**config.mk**
```make
export PLATFORM = sky130hd
export DESIGN_NAME = rand_matrix_stream_flat
export DESIGN_NICKNAME = d
export VERILOG_FILES = /design/src/rtl/rand_matrix_stream_if.sv /design/src/rtl/rand_matrix_stream.sv /design/src/flat_wrapper.sv
export SDC_FILE = /design/constraint.sdc
export NUM_CORES = 1
export LEC_CHECK = 0
export CAP_MARGIN = 15
export CELL_PAD_IN_SITES_DETAIL_PLACEMENT = 0
export CELL_PAD_IN_SITES_GLOBAL_PLACEMENT = 1
export CORE_AREA = 2 2 135 164
export DETAILED_ROUTE_END_ITERATION = 12
export DIE_AREA = 0 0 137 166
export PLACE_DENSITY = 0.91
export SYNTH_ARGS = -nofsm -noshare
export SYNTH_HDL_FRONTEND = slang
export SYNTH_SLANG_ARGS = --single-unit
```
**constraint.sdc**
```tcl
create_clock -name clk -period 133.2 [get_ports clk]
set_input_delay 26.64 -clock clk [delete_from_list [all_inputs] [get_ports clk]]
set_output_delay 26.64 -clock clk [all_outputs]
set_load 0.005 [all_outputs]
```
**src/rtl/rand_matrix_stream_if.sv**
```systemverilog
// Element stream bundle for rand_matrix_stream.
//
// Handshake: the master raises out_valid with a payload (data_out, out_row,
// out_col, out_mat, out_last_elem, out_last). The payload is transferred on a
// rising clk edge where out_valid && out_ready are both high. While out_valid
// is high and out_ready is low, every payload field is held stable. out_valid
// never depends combinationally on out_ready.
//
// Ports (master view):
//   data_out      out  signed element value
//   out_valid     out  payload present
//   out_ready     in   sink can accept
//   out_row/col   out  0-based element coordinates
//   out_mat       out  0-based matrix index
//   out_last_elem out  last element of the current matrix
//   out_last      out  last element of the last matrix
interface rand_matrix_stream_if #(
  parameter int DATA_W = 8,
  parameter int DIM_W  = 3,
  parameter int CNT_W  = 4
);
  logic signed [DATA_W-1:0] data_out;
  logic                     out_valid;
  logic                     out_ready;
  logic [DIM_W-1:0]         out_row;
  logic [DIM_W-1:0]         out_col;
  logic [CNT_W-1:0]         out_mat;
  logic                     out_last_elem;
  logic                     out_last;

  modport master (
    output data_out, out_valid, out_row, out_col, out_mat, out_last_elem, out_last,
    input  out_ready
  );

  modport slave (
    input  data_out, out_valid, out_row, out_col, out_mat, out_last_elem, out_last,
    output out_ready
  );
endinterface

```
**src/rtl/rand_matrix_stream.sv**
```systemverilog
// rand_matrix_stream: streams `count` matrices of dim_m x dim_n signed
// elements, row-major, one element per accepted handshake. Element values
// come from a seedable 16-bit Fibonacci LFSR (uniform / random-diagonal
// modes) or are fixed patterns (constant / identity).
//
// Ports:
//   clk, rst            clock, synchronous active-high reset
//   elem_min_cfg/max    signed inclusive bounds for random values
//   mode                0 uniform, 1 constant(min), 2 identity, 3 random diag
//   seed, seed_load     LFSR seed load (honoured only while idle)
//   start_gen           start request (honoured only while idle)
//   abort               cancel an active generation
//   dim_m, dim_n, count matrix rows, cols and number of matrices
//   out_if              element stream (master side)
//   busy                generator not idle
//   gen_done            one-cycle pulse after the final element is taken
//   cfg_err             one-cycle pulse after a rejected start
//   state_dbg           current FSM state encoding
module rand_matrix_stream #(
  parameter int DATA_W = 8,
  parameter int DIM_W  = 3,
  parameter int CNT_W  = 4
) (
  input  logic                     clk,
  input  logic                     rst,
  input  logic signed [DATA_W-1:0] elem_min_cfg,
  input  logic signed [DATA_W-1:0] elem_max_cfg,
  input  logic [1:0]               mode,
  input  logic [15:0]              seed,
  input  logic                     seed_load,
  input  logic                     start_gen,
  input  logic                     abort,
  input  logic [DIM_W-1:0]         dim_m,
  input  logic [DIM_W-1:0]         dim_n,
  input  logic [CNT_W-1:0]         count,
  rand_matrix_stream_if.master     out_if,
  output logic                     busy,
  output logic                     gen_done,
  output logic                     cfg_err,
  output logic [1:0]               state_dbg
);

  typedef enum logic [1:0] {
    S_IDLE = 2'd0,
    S_EMIT = 2'd1,
    S_DONE = 2'd2
  } state_t;

  localparam logic [15:0]      LFSR_INIT = 16'hACE1;
  localparam logic [DIM_W-1:0] DIM_ONE   = 1;
  localparam logic [CNT_W-1:0] CNT_ONE   = 1;

  state_t                   state_q, state_d;
  logic [15:0]              lfsr_q;
  logic [DIM_W-1:0]         m_q, n_q, row_q, col_q;
  logic [CNT_W-1:0]         cnt_q, mat_q;
  logic [1:0]               mode_q;
  logic signed [DATA_W-1:0] min_q, max_q;
  logic                     cfg_err_q;

  logic cfg_bad, start_req, handshake, last_col, last_row, last_elem, last_mat;

  // Abort outranks start, so a start coinciding with abort is dropped.
  assign cfg_bad   = (dim_m == '0) || (dim_n == '0) || (count == '0) ||
                     (elem_min_cfg > elem_max_cfg);
  assign start_req = (state_q == S_IDLE) && start_gen && !abort;
  assign handshake = (state_q == S_EMIT) && out_if.out_ready && !abort;
  assign last_col  = (col_q == n_q - DIM_ONE);
  assign last_row  = (row_q == m_q - DIM_ONE);
  assign last_elem = last_col && last_row;
  assign last_mat  = (mat_q == cnt_q - CNT_ONE);

  // Element value. The range is formed one bit wider than the data so that
  // the full signed span (e.g. -128..127 -> 256) is representable.
  logic signed [DATA_W:0]   min_x, max_x, rand_x;
  logic [DATA_W:0]          range_u, rem_u;
  logic [16:0]              rem_full;
  logic signed [DATA_W-1:0] elem_val;
  logic                     diag;

  always_comb begin
    min_x    = {min_q[DATA_W-1], min_q};
    max_x    = {max_q[DATA_W-1], max_q};
    range_u  = max_x - min_x + {{DATA_W{1'b0}}, 1'b1};
    rem_full = {1'b0, lfsr_q} % 17'(range_u);
    rem_u    = rem_full[DATA_W:0];
    // rem_u < range <= 2^DATA_W, so its top bit is clear and it is non-negative.
    rand_x   = min_x + $signed(rem_u);
    diag     = (row_q == col_q);
    elem_val = '0;
    case (mode_q)
      2'd0:    elem_val = rand_x[DATA_W-1:0];
      2'd1:    elem_val = min_q;
      2'd2:    elem_val = diag ? {{(DATA_W-1){1'b0}}, 1'b1} : '0;
      default: elem_val = diag ? rand_x[DATA_W-1:0] : '0;
    endcase
  end

  always_comb begin
    state_d = state_q;
    case (state_q)
      S_IDLE: if (start_req && !cfg_bad) state_d = S_EMIT;
      S_EMIT: begin
        if (abort)                                     state_d = S_IDLE;
        else if (handshake && last_elem && last_mat)   state_d = S_DONE;
      end
      default: state_d = S_IDLE;
    endcase
  end

  always_ff @(posedge clk) begin
    if (rst) begin
      state_q   <= S_IDLE;
      lfsr_q    <= LFSR_INIT;
      m_q       <= '0;
      n_q       <= '0;
      cnt_q     <= '0;
      row_q     <= '0;
      col_q     <= '0;
      mat_q     <= '0;
      mode_q    <= '0;
      min_q     <= '0;
      max_q     <= '0;
      cfg_err_q <= 1'b0;
    end else begin
      state_q   <= state_d;
      cfg_err_q <= start_req && cfg_bad;

      if (start_req && !cfg_bad) begin
        m_q    <= dim_m;
        n_q    <= dim_n;
        cnt_q  <= count;
        mode_q <= mode;
        min_q  <= elem_min_cfg;
        max_q  <= elem_max_cfg;
        row_q  <= '0;
        col_q  <= '0;
        mat_q  <= '0;
      end

      if (state_q == S_IDLE && seed_load) begin
        lfsr_q <= (seed == 16'h0000) ? LFSR_INIT : seed;
      end else if (handshake) begin
        lfsr_q <= {lfsr_q[14:0], lfsr_q[15] ^ lfsr_q[13] ^ lfsr_q[12] ^ lfsr_q[10]};
        // Coordinates stay on the final element once the stream completes.
        if (!(last_elem && last_mat)) begin
          if (last_col) begin
            col_q <= '0;
            if (last_row) begin
              row_q <= '0;
              mat_q <= mat_q + CNT_ONE;
            end else begin
              row_q <= row_q + DIM_ONE;
            end
          end else begin
            col_q <= col_q + DIM_ONE;
          end
        end
      end
    end
  end

  assign out_if.out_valid     = (state_q == S_EMIT);
  assign out_if.data_out      = out_if.out_valid ? elem_val : '0;
  assign out_if.out_row       = row_q;
  assign out_if.out_col       = col_q;
  assign out_if.out_mat       = mat_q;
  assign out_if.out_last_elem = out_if.out_valid && last_elem;
  assign out_if.out_last      = out_if.out_valid && last_elem && last_mat;

  assign busy      = (state_q != S_IDLE);
  assign gen_done  = (state_q == S_DONE);
  assign cfg_err   = cfg_err_q;
  assign state_dbg = state_q;

endmodule

```
**src/flat_wrapper.sv**
```systemverilog
// flat-port wrapper written by rule: the top's interface ports become plain ports
module rand_matrix_stream_flat 
#(
  parameter int DATA_W = 8,
  parameter int DIM_W  = 3,
  parameter int CNT_W  = 4
)
  (clk, rst, elem_min_cfg, elem_max_cfg, mode, seed, seed_load, start_gen, abort, dim_m, dim_n, count, busy, gen_done, cfg_err, state_dbg, out_if_data_out, out_if_out_valid, out_if_out_row, out_if_out_col, out_if_out_mat, out_if_out_last_elem, out_if_out_last, out_if_out_ready);
  rand_matrix_stream_if #(.DATA_W(DATA_W), .DIM_W(DIM_W), .CNT_W(CNT_W)) out_if_i ();
  input  logic clk;
  input  logic rst;
  input  logic signed [DATA_W-1:0] elem_min_cfg;
  input  logic signed [DATA_W-1:0] elem_max_cfg;
  input  logic [1:0] mode;
  input  logic [15:0] seed;
  input  logic seed_load;
  input  logic start_gen;
  input  logic abort;
  input  logic [DIM_W-1:0] dim_m;
  input  logic [DIM_W-1:0] dim_n;
  input  logic [CNT_W-1:0] count;
  output logic busy;
  output logic gen_done;
  output logic cfg_err;
  output logic [1:0] state_dbg;
  output wire logic [$bits(out_if_i.data_out)-1:0] out_if_data_out;
  output wire logic [$bits(out_if_i.out_valid)-1:0] out_if_out_valid;
  output wire logic [$bits(out_if_i.out_row)-1:0] out_if_out_row;
  output wire logic [$bits(out_if_i.out_col)-1:0] out_if_out_col;
  output wire logic [$bits(out_if_i.out_mat)-1:0] out_if_out_mat;
  output wire logic [$bits(out_if_i.out_last_elem)-1:0] out_if_out_last_elem;
  output wire logic [$bits(out_if_i.out_last)-1:0] out_if_out_last;
  input wire logic [$bits(out_if_i.out_ready)-1:0] out_if_out_ready;
  assign out_if_data_out = out_if_i.data_out;
  assign out_if_out_valid = out_if_i.out_valid;
  assign out_if_out_row = out_if_i.out_row;
  assign out_if_out_col = out_if_i.out_col;
  assign out_if_out_mat = out_if_i.out_mat;
  assign out_if_out_last_elem = out_if_i.out_last_elem;
  assign out_if_out_last = out_if_i.out_last;
  assign out_if_i.out_ready = out_if_out_ready;
  rand_matrix_stream #(.DATA_W(DATA_W), .DIM_W(DIM_W), .CNT_W(CNT_W)) u_core (.clk(clk), .rst(rst), .elem_min_cfg(elem_min_cfg), .elem_max_cfg(elem_max_cfg), .mode(mode), .seed(seed), .seed_load(seed_load), .start_gen(start_gen), .abort(abort), .dim_m(dim_m), .dim_n(dim_n), .count(count), .out_if(out_if_i), .busy(busy), .gen_done(gen_done), .cfg_err(cfg_err), .state_dbg(state_dbg));
endmodule
```
==> summary.md <==
| Metric | Value |
|---|---|
| Root buffer cell | clkbuf_16 |
| R2R Path Start | u_core.n_q[0]$_SDFFE_PP0P_ |
| WHS Path Cells | 2 |
| Worst R2R Path Depth | 10 |
| Ports | 76 |
| Startpoint types | flop |
| Cell taking the most area after synthesis | ha_1 |
| Endpoints failing setup | 0 |
| Nets | about 1,600 |
| Die Y | 166 µm |
| Synthesized Nets | 1,574 |
| Final WL | 29,600 µm |
| Clock Sinks | 57 |
| Final RePlAce weighted congestion | 0.929 |
| Hold Crit Start | u_core.max_q[1]$_SDFFE_PP0P_ |
| Met2 Use GR | 0.472 |
| Clock skew | approximately 6.4 ps |
| Initial antenna violation count | 1 |
| DIE WIDTH | 137 µm |
| Worst setup EP type | primary output |
| Largest net degree at the start of global routing | between 50 and 60 |
| Worst-path clk slew | around 50 ps |
| Antenna viol nets, final | 0 |
| CP Class | reg -> out |
| Synth unique cells | 97 |
| Multi-input gate area | 8640 µm² |
| Setup TNS | 0 ps |
| FP Rows | 59 |
| Crit-path slowest cell | nor3_1 |
| Met1 usage | 0.305 |
| Mapped Cells | around 1,400 |
| Clk buf depth | 2 |
| CTS buffer count | 9 |
| Syn. warnings | 0 |
| DIE AREA | 22,700 µm² |
| GRT busiest layer | met2 |
| HPWL after detailed placement | 23,500 µm |
| Gr usage total | 0.260 |
| DRT Pass-1 Iters | 6 |
| Synth Flop Type | dfxtp_1 |
| Max incr delay on CP | just over 800 ps |
| Hold Buf Count CTS | 0 |
| Syn Area/Cell | around 7.5 µm² |
| Core ar. | approximately 21,000 µm² |
| Worst min path class | reg -> reg |
| Sequential-to-total area share from yosys stat | 0.112 |
| Fmax | 14.7 MHz |
| Starting DRC count in detailed routing | 533 |
| WL/cell | 17.5 µm |
| Register Area | 1140 µm² |
| RSZ-0062 raised after global routing | false |
| Area Overhead vs Synth | 12.0% |
| Synth area leaders | ha_1, dfxtp_1, nor2_1 |
| CP Data Required Time | ~110,000 ps |
| CP Data Arrival Time | 41,600 ps |
| Diode count | 0 |
| Mapped Area | 10,200 µm² |
| Asr flop ratio synth | 0 |
| M3 GR Usage | 0.0351 |
| Clk_lat worst skew | 330 ps |
| Fin crit share | 0.512 |
| CTS tree | done |
| Final Hold Fails | 0 |
| Minimum clock period | between 60,000 and 70,000 ps |
| Synth top area share | 0.188 |
| IO Port Bufs | 75 |
| Drc violations | 0 |
| Status | complete, no violations |
| Top cell by count, worst path | o21a_1 |
| Vias in the first global route | 10,200 |
| Max-slew violations | 0 |
| Slew Limit Headroom | 0.252 |
| Worst Tran Pin Value | 1120 ps |
| CP Max Fanout | 15 |
| Worst Hold Path EP | u_core.max_q[1]$_SDFFE_PP0P_ |
| Gr ovfl total | 0 |
| Seq cells post-synth | 57 |
| Worst reg-to-reg setup slack | 130,530 ps |
| Initial Util | 0.480 |
| H-tree levels | 3 |
| Total number of vias | 10,400 |
| # fillers | 2,103 |
| Total setup buffers inserted after CTS | 0 |
| Routed vias/inst | 6.16 |
| Share of cells above drive strength 1 | 0.0705 |
| Post-synth EDFFs | 0 |
| Global-route wire length before repair | around 49,000 µm |
| CTS resizes | 0 |
| Max Cap Violations | 0 |
| RR Endpoint | u_core.out_if.out_mat[3]$_SDFF_PP0_ |
## how the worst max path moves through the flow
stage / startpoint / end / slack (ps) / depth (start not counted)
floorplan: u_core.min_q[2]$_SDFFE_PP0P_ / out_if_data_out[7] / 71090 / 182
global placement: u_core.max_q[1]$_SDFFE_PP0P_ / out_if_data_out[7] / 66920 / 175
detailed placement: u_core.min_q[1]$_SDFFE_PP0P_ / out_if_data_out[7] / 66020 / 173
CTS: u_core.min_q[1]$_SDFFE_PP0P_ / out_if_data_out[7] / 65540 / 175
global route: u_core.max_q[1]$_SDFFE_PP0P_ / out_if_data_out[7] / 61420 / 177
finish: u_core.max_q[1]$_SDFFE_PP0P_ / out_if_data_out[7] / 64960 / 176
## state kept, by name, summed over array words and instances, names as in the netlist
signal and count:
u_core.n_q 3, u_core.m_q 3, u_core.cnt_q 4, u_core.state_dbg 2, u_core.out_if.out_row 3, u_core.min_q 8, u_core.max_q 8, u_core.mode_q 2
u_core.out_if.out_mat 4, u_core.out_if.out_col 3, u_core.cfg_err 1, u_core.lfsr_q 16
## routing by layer
| layer | vias up | share of wire |
|---|---|---|
| met1 | 4923 | 0.42 |
| met3 | 66 | 0.043 |
| li1 | 5187 | - |
| met5 | - | 0 |
| met2 | 247 | 0.51 |
| met4 | 0 | 0.035 |
## cell usage after synthesis, types with 15 or more instances
cell	count
clkbuf_1	37
nand2_1	99
dfxtp_1	57
o21ai_0	72
xor2_1	29
inv_1	64
or2_2	15
o31ai_1	21
nor2_1	159
a21o_1	27
nand3_1	27
o211ai_1	17
nor2b_1	15
xnor2_1	42
mux2i_1	39
nor3_1	61
o21a_1	49
nand4_1	18
a21oi_1	94
ha_1	153
mux2_2	25
nand2b_1	15
## per-stage QoR
stage                     setup slack, ps  utilization  hold WS, ps  area (µm²)  cells
after floorplan                     71090            -          460       10200   1368
after global placement              66920        0.525          476       11200   1677
after detailed placement            66020        0.525          488       11200   1677
after CTS                           65540        0.538          504       11400   1693
after global routing                61420        0.538          528       11400   1693
final                               64960        0.538          501       11400   1693
## cells in the final DEF (no fill, tap or decap), drive strengths merged, types with 7 or more instances in the layout
| cell | n |
|---|---|
| nor3 | 63 |
| nor2 | 159 |
| dfxtp | 57 |
| a211oi | 10 |
| nand4 | 19 |
| nor2b | 15 |
| nor4 | 12 |
| clkbuf | 11 |
| a221oi | 8 |
| clkdlybuf4s50 | 74 |
| xnor2 | 42 |
| a21o | 27 |
| nand2 | 99 |
| and3 | 14 |
| nand2b | 15 |
| or2 | 17 |
| mux2 | 30 |
| mux2i | 40 |
| or4 | 7 |
| o211ai | 18 |
| or3 | 15 |
| and2 | 14 |
| ha | 153 |
| a21boi | 8 |
| o21ai | 79 |
| a31oi | 8 |
| o31ai | 21 |
| inv | 65 |
| xor2 | 29 |
| a22oi | 10 |
| o21a | 49 |
| nand3 | 28 |
| a21oi | 96 |
## critical path, delay by kind of cell, from the launching register on
kind / cells / cell delay (ps)
adders and majority gates: 19 / 6050
muxes: 6 / 1990
DFF: 1 / 330
and+or+nand+nor: 53 / 11670
AOI/OAI and AO/OA: 93 / 20260
buffers and inverters: 5 / 910
## cells by family after synthesis
family                     after synthesis  share of synthesized area
AOI/OAI and AO/OA                      398                      0.266
xor gates and xnor gates                71                     0.0609
adders and majority gates              156                      0.193
buffers and inverters                  111                     0.0427
DFF                                     57                      0.112
muxes                                   70                     0.0750
other                                    1                   0.000367
and+or+nand+nor                        504                      0.249
## area by class of cell
| cell class | count | area share |
|---|---|---|
| timing repair buffer | 80 | 0.0685 |
| clock buffer | 11 | 0.0212 |
| clock inverter | 5 | 0.00274 |
| multi-input combinational | 1200 | 0.756 |
| sequential | 57 | 0.0998 |
| tap | 274 | 0.0300 |
| inverter | 66 | 0.0218 |
Power is left out: the tool's default activity adds up to more than one toggle a clock period on the data nets, which glitch-free logic cannot reach.
